**src/rtl/hpdcache_pkg.sv**
```systemverilog
// hpdcache_pkg: CMO operation encoding and CMO range FSM state type
package hpdcache_pkg;
  typedef struct packed {
    logic fence;
    logic inval_nline;
    logic inval_set;
    logic inval_all;
    logic inval_range;
  } hpdcache_cmo_op_t;
  typedef enum logic [2:0] {
    CMO_IDLE,
    CMO_FENCE_WAIT,
    CMO_DRAIN_WAIT,
    CMO_CHECK,
    CMO_INVAL
  } hpdcache_cmo_state_t;
endpackage

```
**src/rtl/hpdcache_cmo_range.sv**
```systemverilog
// hpdcache_cmo_range: fence and directory invalidation sequencer (line, range, set, whole cache)
module hpdcache_cmo_range
  import hpdcache_pkg::*;
#(
  parameter int unsigned SETS     = 128,
  parameter int unsigned WAYS     = 8,
  parameter int unsigned PA_W     = 49,
  parameter int unsigned OFFSET_W = 6,
  parameter int unsigned CNT_W    = 16,
  localparam int unsigned SET_W   = $clog2(SETS),
  localparam int unsigned TAG_W   = PA_W - OFFSET_W - SET_W
) (
  input  logic              clk_i,
  input  logic              rst_ni,
  input  logic              wbuf_empty_i,
  input  logic              mshr_empty_i,
  input  logic              rtab_empty_i,
  input  logic              ctrl_empty_i,
  input  logic              req_valid_i,
  output logic              req_ready_o,
  input  logic [4:0]        req_op_i,
  input  logic [PA_W-1:0]   req_addr_i,
  input  logic [31:0]       req_arg_i,
  output logic              wbuf_flush_all_o,
  output logic              done_o,
  output logic              dir_check_o,
  output logic [SET_W-1:0]  dir_check_set_o,
  output logic [TAG_W-1:0]  dir_check_tag_o,
  input  logic [WAYS-1:0]   dir_check_hit_way_i,
  output logic              dir_inval_o,
  output logic [SET_W-1:0]  dir_inval_set_o,
  output logic [WAYS-1:0]   dir_inval_way_o,
  input  logic              dir_busy_i
);
  localparam int unsigned NLINE_W = PA_W - OFFSET_W;
  hpdcache_cmo_state_t state_q, acc_nxt;
  hpdcache_cmo_op_t    op, op_q;
  logic [NLINE_W-1:0]  nline_q;
  logic [WAYS-1:0]     mask_q;
  logic [CNT_W-1:0]    cnt_q;
  logic [SET_W-1:0]    set_cnt_q;
  logic accept, drained, fence_ok, lin_q, inval_go, done;
  logic unused_bits;
  assign op       = hpdcache_cmo_op_t'(req_op_i);
  assign accept   = state_q == CMO_IDLE && req_valid_i && $onehot(req_op_i);
  assign drained  = mshr_empty_i & rtab_empty_i & ctrl_empty_i;
  assign fence_ok = wbuf_empty_i & rtab_empty_i;
  assign lin_q    = op_q.inval_nline | op_q.inval_range;
  // line-based ops must consume the hit vector the cycle after the check, so busy only stalls set/all
  assign inval_go = state_q == CMO_INVAL && (lin_q || !dir_busy_i);
  assign done = (fence_ok && ((accept && op.fence) || state_q == CMO_FENCE_WAIT)) ||
                (inval_go && (op_q.inval_nline || op_q.inval_set ||
                              (op_q.inval_range && cnt_q <= CNT_W'(1)) ||
                              (op_q.inval_all && set_cnt_q == SET_W'(SETS - 1))));
  assign acc_nxt = op.fence ? (fence_ok ? CMO_IDLE : CMO_FENCE_WAIT) :
                   !drained ? CMO_DRAIN_WAIT :
                   (op.inval_nline | op.inval_range) ? CMO_CHECK : CMO_INVAL;
  assign req_ready_o      = state_q == CMO_IDLE;
  assign wbuf_flush_all_o = rtab_empty_i && ((accept && op.fence) || state_q == CMO_FENCE_WAIT);
  assign done_o           = done;
  assign dir_check_o      = state_q == CMO_CHECK && !dir_busy_i;
  assign dir_check_set_o  = dir_check_o ? nline_q[SET_W-1:0] : '0;
  assign dir_check_tag_o  = dir_check_o ? nline_q[NLINE_W-1:SET_W] : '0;
  assign dir_inval_o      = inval_go && (!lin_q || |dir_check_hit_way_i);
  assign dir_inval_set_o  = !dir_inval_o ? '0 : op_q.inval_all ? set_cnt_q : nline_q[SET_W-1:0];
  assign dir_inval_way_o  = !dir_inval_o ? '0 : lin_q ? dir_check_hit_way_i :
                            op_q.inval_set ? mask_q : '1;
  assign unused_bits      = ^{req_addr_i[OFFSET_W-1:0], req_arg_i, op_q.fence};
  always_ff @(posedge clk_i or negedge rst_ni) begin
    if (!rst_ni) state_q <= CMO_IDLE;
    else begin
      case (state_q)
        CMO_IDLE:       if (accept) state_q <= acc_nxt;
        CMO_FENCE_WAIT: if (fence_ok) state_q <= CMO_IDLE;
        CMO_DRAIN_WAIT: if (drained) state_q <= lin_q ? CMO_CHECK : CMO_INVAL;
        CMO_CHECK:      if (!dir_busy_i) state_q <= CMO_INVAL;
        CMO_INVAL:      state_q <= done ? CMO_IDLE : (inval_go && op_q.inval_range) ? CMO_CHECK : CMO_INVAL;
        default:        state_q <= CMO_IDLE;
      endcase
    end
  end
  always_ff @(posedge clk_i) begin
    if (accept) begin
      op_q      <= op;
      nline_q   <= req_addr_i[PA_W-1:OFFSET_W];
      mask_q    <= req_arg_i[WAYS-1:0];
      cnt_q     <= req_arg_i[CNT_W-1:0];
      set_cnt_q <= '0;
    end else if (inval_go && op_q.inval_range) begin
      nline_q <= nline_q + NLINE_W'(1);
      cnt_q   <= cnt_q - CNT_W'(1);
    end else if (inval_go && op_q.inval_all) begin
      set_cnt_q <= set_cnt_q + SET_W'(1);
    end
  end
  assert property (@(posedge clk_i) disable iff (!rst_ni) req_valid_i |-> req_ready_o && $onehot(req_op_i));
  assert property (@(posedge clk_i) disable iff (!rst_ni) !(dir_check_o && dir_inval_o));
endmodule

```
**config.mk**
```make
export PLATFORM = sky130hd
export DESIGN_NAME = hpdcache_cmo_range
export DESIGN_NICKNAME = d
export VERILOG_FILES = /design/src/rtl/hpdcache_pkg.sv /design/src/rtl/hpdcache_cmo_range.sv
export SDC_FILE = /design/constraint.sdc
export NUM_CORES = 1
export LEC_CHECK = 0
export ABC_AREA = 1
export ABC_CLOCK_PERIOD_IN_PS = 7200
export BUFFER_PORTS_ARGS = -buffer_cell sky130_fd_sc_hd__buf_2
export CAP_MARGIN = 20
export CORE_MARGIN = 1
export CORE_UTILIZATION = 30
export CTS_CLUSTER_DIAMETER = 150
export CTS_CLUSTER_SIZE = 8
export DETAILED_ROUTE_END_ITERATION = 10
export PLACE_DENSITY = 0.6
export SYNTH_ARGS = -nofsm -noshare
export SYNTH_HDL_FRONTEND = slang
export SYNTH_SLANG_ARGS = --single-unit
```
**constraint.sdc**
```tcl
create_clock -name clk_i -period 7.2 [get_ports clk_i]
set_input_delay 1.44 -clock clk_i [delete_from_list [all_inputs] [get_ports clk_i]]
set_output_delay 1.44 -clock clk_i [all_outputs]
set_load 0.01 [all_outputs]
```
# Word level (Yosys, flattened, before mapping)
# Cells that the tools add are included.
[word_totals] regBits=81 in_bits=102 out_inout_bits=63 elab_cells=83
[classes] magnitude_cmp=1 n_eq_ne=10 n_addsub=7 bitwise_logic=6 n_reduce_logical=27 n_mux=23
[op_table] operator="$mux W43" count=2
[op_table] operator="$add A43 B1 Y43 const B" count=1
[op_table] operator="$mux W36" count=1
[op_table] operator="$mux W16" count=2
[op_table] operator="$mux W3" count=10
[op_table] operator="$mux W8" count=3
[op_table] operator="$mux W7" count=3
[op_table] operator="$le A16 B1 Y1 const B" count=1
[op_table] operator="$sub A16 B1 Y16 const B" count=1
[op_table] operator="$pmux W3 S5" count=1
[op_table] operator="$logic_and A1 B1 Y1" count=13
[op_table] operator="$reduce_or A8 Y1" count=1
[op_table] operator="$add A7 B1 Y7 const B" count=1
[op_table] operator="$eq A7 B7 Y1 const B" count=1
[op_table] operator="$logic_or A1 B1 Y1" count=7
[op_table] operator="$eq A3 B1 Y1 const B" count=2
[op_table] operator="$eq A3 B2 Y1 const B" count=2
[op_table] operator="$ne A2 B2 Y1 const B" count=3
[op_table] operator="$add A1 B1 Y2" count=2
[op_table] operator="$reduce_and A4 Y1" count=1
[op_table] operator="$add A2 B2 Y3" count=1
[op_table] operator="$add A3 B1 Y3" count=1
[op_table] operator="$and A1 B1 Y1" count=3
[op_table] operator="$eq A3 B3 Y1 const B" count=1
[op_table] operator="8 further kinds" count=10

# Logic depth before layout (Yosys ltp)
# Gate-level depths: netlist of run 1.
[logic_depth] ltp_word=11 mapped_depth=16

# Worst setup path after synthesis of run 1
# No wires, ideal clock.
[synth_timing] kind="input -> register" start="input dir_busy_i" end="register cnt_q[0], enable pin" setup_time_ps=557 path_buffers=0 stages=3 slack_ps=842 arrival_time_ps=5800 cell_sequence="nand2_1 -> nand2_1 -> o21ai_0"
[synth_via] elab_chain_len=5
[synth_rtl] item="start, declared" line_no="hpdcache_cmo_range.sv:33" source="input logic dir_busy_i"
[synth_rtl] item="$logic_not A1 Y1"
[synth_rtl] item="$logic_or A1 B1 Y1" line_no="hpdcache_cmo_range.sv:50" source="assign inval_go = state_q == CMO_INVAL && (lin_q || !dir_busy_i);"
[synth_rtl] item="$logic_and A1 B1 Y1" line_no="hpdcache_cmo_range.sv:50"
[synth_rtl] item="$logic_and A1 B1 Y1" line_no="hpdcache_cmo_range.sv:89" source="end else if (inval_go && op_q.inval_range) begin"
[synth_rtl] item="$reduce_bool A2 Y1 (no source line)"
[synth_rtl] item="end signal, assigned" line_no="hpdcache_cmo_range.sv:87" source="cnt_q <= req_arg_i[CNT_W-1:0];"
[synth_rtl] item="end signal, assigned" line_no="hpdcache_cmo_range.sv:91" source="cnt_q <= cnt_q - CNT_W'(1);"
[synth_rtl] item="end, declared" line_no="hpdcache_cmo_range.sv:40" source="logic [CNT_W-1:0] cnt_q;"
# Every way passes these cells.
# A chain may end at the register's enable or synchronous reset.

# Worst setup path after layout of run 1
[layout_timing] start="input req_op_i[0]" end="output done_o"
[layout_via] elab_chain_len=9
[layout_rtl] item="start, declared" line_no="hpdcache_cmo_range.sv:21" source="input logic [4:0] req_op_i,"
[layout_rtl] item="$add A1 B1 Y2 (not written as such)" line_no="hpdcache_cmo_range.sv:45" source="assign accept = state_q == CMO_IDLE && req_valid_i && $onehot(req_op_i);"
[layout_rtl] item="$add A2 B2 Y3 (not written as such)" line_no="hpdcache_cmo_range.sv:45"
[layout_rtl] item="$add A3 B1 Y3 (not written as such)" line_no="hpdcache_cmo_range.sv:45"
[layout_rtl] item="$eq A3 B1 Y1" line_no="hpdcache_cmo_range.sv:45"
[layout_rtl] item="$logic_and A1 B1 Y1" line_no="hpdcache_cmo_range.sv:45"
[layout_rtl] item="$logic_and A1 B1 Y1" line_no="hpdcache_cmo_range.sv:51" source="assign done = (fence_ok && ((accept && op.fence) || state_q == CMO_FENCE_WAIT)) ||"
[layout_rtl] item="$logic_or A1 B1 Y1" line_no="hpdcache_cmo_range.sv:51"
[layout_rtl] item="$logic_and A1 B1 Y1" line_no="hpdcache_cmo_range.sv:51"
[layout_rtl] item="$logic_or A1 B1 Y1" line_no="hpdcache_cmo_range.sv:51"
[layout_rtl] item="end, declared" line_no="hpdcache_cmo_range.sv:25" source="output logic done_o,"
# Every way passes these cells.

==> results.txt, run 1 <==
CP peak stage delay -> 0.49 ns
Core area -> 0.01864 mm²
IO buf count -> 142
Post-DP Area -> 0.006629 mm²
Vias/cell -> 4.778
Clock latency on the worst-skew pair -> 0.35 ns
Initial Utilization -> 30.54%
Placed insts -> 1158
Routability-driven placement congestion ratio -> 0.8773
Worst Hold Depth -> 2
# DRC -> 0
Clk sinks -> 81
Post-CTS resize count -> 0
Slew HR -> 48.13%
Pwr Density -> 223.6 mW/mm²
Max Cap Violations -> 0
# hold bufs at CTS -> 0
CP startpoint -> req_op_i[0]
Leak pwr -> 3.216 nW
GRT overflow -> 0
Die H -> 139.8 µm
RSZ-0062 raised after global routing -> no
Critical Path Sink Type -> output port
Vias in the first global route -> 5296
Total Routed Length -> 16980 µm
Final period utilization -> 71.88%
Final-report max-slew violation count -> 0
Hold Path Class -> register to register
Synth Warn # -> 0
Synth Net Count -> 909
Fin. Hold Viols -> 0
Antenna violations before repair -> 3
Postcts setup bufs -> 0
Layout Cell Area excl Fill -> 0.006914 mm²
R2R Setup Slk -> 4.15 ns
Mean Syn Cell Area -> 7.116 µm²
CTS tree -> yes
Hold wc startpoint -> set_cnt_q[6]
Area growth, synth to finish -> 21.45%
ANT nets after route -> 0
Die Width -> 139.8 µm
Worst EP required -> 5.76 ns
Worst Reg2Reg Path Length in Cells -> 10
Num ports -> 165
All-Layer GR Usage -> 17.66%
WHS -> 0.5260 ns
Reg2reg start -> state_q[1]
Synth area leader -> edfxtp_1
Largest net degree at the start of global routing -> 54
Die area -> 0.01953 mm²
Row count -> 50
Synth Cell Area -> 0.005693 mm²
Synth cell types -> 38
Sum Neg Setup Slack -> 0 ns
Worst hold endpoint -> set_cnt_q[6]
Slew @ Worst Pin -> 0.7769 ns
Clock tree buffer depth -> 2
CP Launch Type -> input port
DRT iter0 DRCs -> 453
Slowest CP cell -> fa_1
Clock Root Buffer -> clkbuf_16
Final setup fails -> 0
Avg WL per Cell -> 14.43 µm
Synth top area share -> 37.45%
Fin crit period -> 5.175 ns
Crit path buf inv count -> 5
Vias -> 5624
Syn Inst Count -> 800
CTS buffer count -> 9
Status -> completed
Detailed placement HPWL -> 13120 µm
Crit Path Max Fanout -> 13
Post-synthesis sequential area ratio -> 41.23%
Peak VDD IR -> 0.1053 mV
Cells along the critical path -> buf_2, inv_1, fa_1, fa_1, inv_1, ha_1, inv_1, nand2_1, nor2_1, nand2_2, o21ai_2, nand2_1, nand2_1, buf_2
Clock slew at reported path FFs -> 0.06 ns
Synth area leaders -> edfxtp_1 (37%), nand2_1 (14%), nor2_1 (11%)
Reg-to-Reg End -> nline_q[11]
Fill cells -> 2014
Share of post-route cells with drive strength above 1 -> 21.17%
First-pass GRT wire length -> 26770 µm
CP top delay family -> adder cells
H-tree Lvls -> 3
#FFs+latches synth -> 81
1st-pass router iterations -> 5
Nets@finish -> 1044
Fmax -> 0.1932 GHz
Non-Filler Instances -> 1177
Crit Path Category -> input port to output port
Setup Skew -> 0.008677 ns
Critical Path AT -> 3.74 ns
-- how the worst max path moves through the flow --
stage                        endpoint  cells past startpoint
after global placement    nline_q[11]                     16
after global routing           done_o                     14
after CTS                      done_o                     14
after detailed placement  nline_q[11]                     16
after floorplan              cnt_q[0]                      3
final                          done_o                     14
-- where the power goes --
group          internal (W)  switching (W)
Sequential         0.000610      0.0000594
Clock              0.000237       0.000208
Combinational      0.000142       0.000290
Total              0.000988       0.000557
-- placed cells by master (no fill, tap or decap), types with 4 or more instances in the layout --
cell	n
nand2_1	214
nor2_1	160
buf_2	142
inv_1	97
edfxtp_1	71
nand3_1	44
o21ai_0	35
nor3_1	20
a31oi_1	18
a21oi_1	17
nand4_1	14
xor2_1	14
clkbuf_16	9
xnor2_1	7
o22ai_1	7
dfxtp_1	7
inv_2	6
nor2_2	6
nand2_2	5
ha_1	5
nor2_4	4
-- cell type report --
| class | instances | area (µm²) | share of cell area [%] |
|---|---|---|---|
| inverter | 103 | 386.6 | 5.592 |
| sequential | 81 | 2347 | 33.95 |
| multi-input combinational | 595 | 2869 | 41.49 |
| antenna | 3 | 7.507 | 0.1086 |
| clock inverter | 7 | 52.55 | 0.7600 |
| tap | 234 | 292.8 | 4.235 |
| timing repair buffer | 145 | 733.2 | 10.60 |
| clock buffer | 9 | 225.2 | 3.257 |
-- per-layer routing --
layer / share of wire [%] / GRT usage [%] / wire [µm] / vias to the layer above
met5: 0 / 0 / 0 / -
met4: 1.8 / 6.189 / 305 / 0
met3: 5.0 / 3.407 / 855 / 18
met2: 47 / 29.21 / 7950 / 136
met1: 46 / 22.94 / 7869 / 2595
li1: - / - / - / 2875
-- cell usage after synthesis (all sizes together) --
master  count
nand2     221
nor2      172
inv       103
edfxtp     71
nand3      47
o21ai      39
nor3       24
a31oi      19
a21oi      17
nand4      14
xor2       14
buf        13
clkbuf      8
dfxtp       7
o22ai       7
xnor2       7
ha          5
dfrtp       3
fa          2
or2         2
a211oi      1
a41oi       1
and3        1
o221a       1
o31ai       1
-- per-stage QoR --
step           setup slack (ns)  total power (W)  utilization [%]
2_1_floorplan            0.8424        0.0009700                -
3_3_place_gp              2.006         0.001103            35.56
3_5_place_dp              1.956         0.001112            35.56
4_1_cts                   1.996         0.001563            37.05
5_1_grt                   1.800         0.001645            37.05
6_report                  2.025         0.001546            37.09
-- worst min-delay path, stage by stage, from the launching register on --
cell     delay [ns]
dfxtp_1        0.34
xnor2_1        0.08
nor2_1         0.07
-- logic make-up after synthesis --
| family | synth area share, % |
|---|---|
| adders and majority gates | 1.802 |
| and+or+nand+nor | 36.59 |
| buffers and inverters | 8.571 |
| AOI/OAI and AO/OA | 8.571 |
| DFF | 41.23 |
| xor gates and xnor gates | 3.231 |
-- registers in the layout (all words and copies together) (netlist names) --
name	count
op_q	4
nline_q	43
cnt_q	16
state_q	3
set_cnt_q	7
mask_q	8
No activity file was read; power rests on OpenSTA's default activity.
==> run 2: changes to the inputs <==
Settings changed: ABC_CLOCK_PERIOD_IN_PS 7200 to 4800.
Clock period 7.2 ns to 4.8 ns, I/O delays scaled along.
==> run 2 against run 1 <==
  * Clock power up 62%
  * First-iteration DRC count shrank 32%
  * Sequential cell count is the same
  * Total power rose by 54%
  * Wire length about the same
  * Final cell count stayed put
  * Design area grew 0.89%
  * Utilization increased by 0.33 points
  * Critical path type unchanged
==> results.txt, run 2 (synthesis gave the netlist of run 1 again) <==
Hold Path Class -> input port to async pin
CP Launch Type -> input port
Clk sinks -> 81
Share of post-route cells with drive strength above 1 -> 21.34%
Slowest CP cell -> fa_1
Switch Pwr -> 0.0008343 W
Core area -> 0.01864 mm²
Sw Share -> 35.08%
CTS buffer count -> 9
Peak VDD IR -> 0.1727 mV
Initial Utilization -> 30.54%
Fmax -> 0.2432 GHz
Fin. Hold Viols -> 0
Fin crit period -> 4.111 ns
Antenna violations before repair -> 3
Clock slew at reported path FFs -> 0.06 ns
Leak pwr -> 3.245 nW
Clock latency on the worst-skew pair -> 0.35 ns
Nets@finish -> 1046
Met3 Use GR -> 4.439%
Commonest cells after routing, fill and taps aside -> nand2_1 (214), nor2_1 (160), buf_2 (142)
Largest net degree at the start of global routing -> 47
Critical Path AT -> 3.15 ns
Crit Path Category -> input port to output port
Clock Root Buffer -> clkbuf_16
Slew @ Worst Pin -> 0.8013 ns
Sum Neg Setup Slack -> 0 ns
All-Layer GR Usage -> 17.78%
Clock power frac -> 30.3%
Clock tree buffer depth -> 2
Largest registers -> nline_q x43, cnt_q x16, mask_q x8
1st-pass router iterations -> 5
CP top delay family -> adder cells
CP peak stage delay -> 0.49 ns
Fill cells -> 2032
Pwr Density -> 341.0 mW/mm²
DRT iter0 DRCs -> 309
Met1 usage -> 22.41%
Flop pwr share -> 42.1%
P_int -> 0.001544 W
Worst EP required -> 3.84 ns
Final Util -> 37.42%
Avg WL per Cell -> 14.42 µm
Status -> completed
Reg with most FFs -> nline_q
H-tree Lvls -> 3
Area growth, synth to finish -> 22.53%
Detailed placement HPWL -> 13270 µm
Max reg flops -> 43
IO buf count -> 142
Num ports -> 165
Postcts setup bufs -> 0
GRT overflow -> 0
Total Routed Length -> 16980 µm
Routability-driven placement congestion ratio -> 0.9503
Die Width -> 139.8 µm
Cells along the critical path -> buf_2, inv_1, fa_1, fa_1, inv_1, ha_1, inv_1, nand2_1, nor2_1, nand2_2, o21ai_2, nand2_1, nand2_1, buf_2
Die H -> 139.8 µm
Post-CTS resize count -> 0
CTS tree -> yes
Crit path buf inv count -> 5
ANT nets after route -> 0
Row count -> 50
Crit Path Max Fanout -> 4
Most common cell after layout, fill and taps aside -> nand2_1
Vias/cell -> 4.737
Max Cap Violations -> 0
Die area -> 0.01953 mm²
Final period utilization -> 85.65%
Vias -> 5576
First-pass GRT wire length -> 26890 µm
Vias in the first global route -> 5163
Setup ws final -> 0.6887 ns
RSZ-0062 raised after global routing -> no
Place WS -> 0.6885 ns
Final setup fails -> 0
Slew HR -> 46.38%
Setup Skew -> 0.01243 ns
Grt peak-use layer -> met2
Critical Path Sink Type -> output port
Met2 Use GR -> 29.39%
# DRC -> 0
Final-report max-slew violation count -> 0
Combinational share of power -> 27.6%
# hold bufs at CTS -> 0
-- run 2: cell type report --
class                           instances  area, µm²  share of cell area, %
Tap cell                              234      292.8                  4.197
Multi-Input combinational cell        595       2869                  41.13
Clock inverter                          7      78.83                  1.130
Antenna cell                            1      2.502                0.03587
Inverter                              103      386.6                  5.543
Timing Repair Buffer                  147      773.2                  11.09
Clock buffer                            9      225.2                  3.229
Sequential cell                        81       2347                  33.65
-- run 2: path summary, 6_finish.rpt --
kind                              startpoint      endpoint  slack, ns  depth (start not counted)
worst max-delay path             req_op_i[0]        done_o       0.69                         14
worst min-delay path                  rst_ni    state_q[2]       0.40                          1
worst max register to register       op_q[0]   nline_q[20]       2.41                          5
worst min register to register  set_cnt_q[3]  set_cnt_q[3]       0.51                          2
max in group asynchronous             rst_ni    state_q[0]       4.28                          1
min in group clk_i              set_cnt_q[3]  set_cnt_q[3]       0.51                          2
-- run 2: per-stage QoR --
step | total power (W) | instances | hold WS (ns) | cell area (µm²)
after global placement | 0.001669 | 1160 | 0.4939 | 6669
after CTS | 0.002401 | 1176 | 0.3934 | 6973
after detailed placement | 0.001677 | 1160 | 0.5014 | 6669
final | 0.002379 | 1177 | 0.4029 | 6975
after global routing | 0.002525 | 1176 | 0.3857 | 6973
after floorplan | 0.001446 | 800 | 0.4726 | 5697
-- run 2: power by group through the flow --
stage	logic (W)	registers, W	clock network, W
floorplan	0.000456	0.000990	0
global placement	0.000658	0.00101	0
detailed placement	0.000664	0.00101	0
CTS	0.000664	0.000999	0.000738
global route	0.000746	0.00101	0.000766
finish	0.000657	0.00100	0.000721
-- run 2: per-layer routing --
| metal | vias up | share of wire [%] |
|---|---|---|
| met5 | - | 0.18 |
| met4 | 4 | 2.4 |
| met3 | 30 | 5.9 |
| met2 | 160 | 47 |
| met1 | 2514 | 45 |
| li1 | 2868 | - |
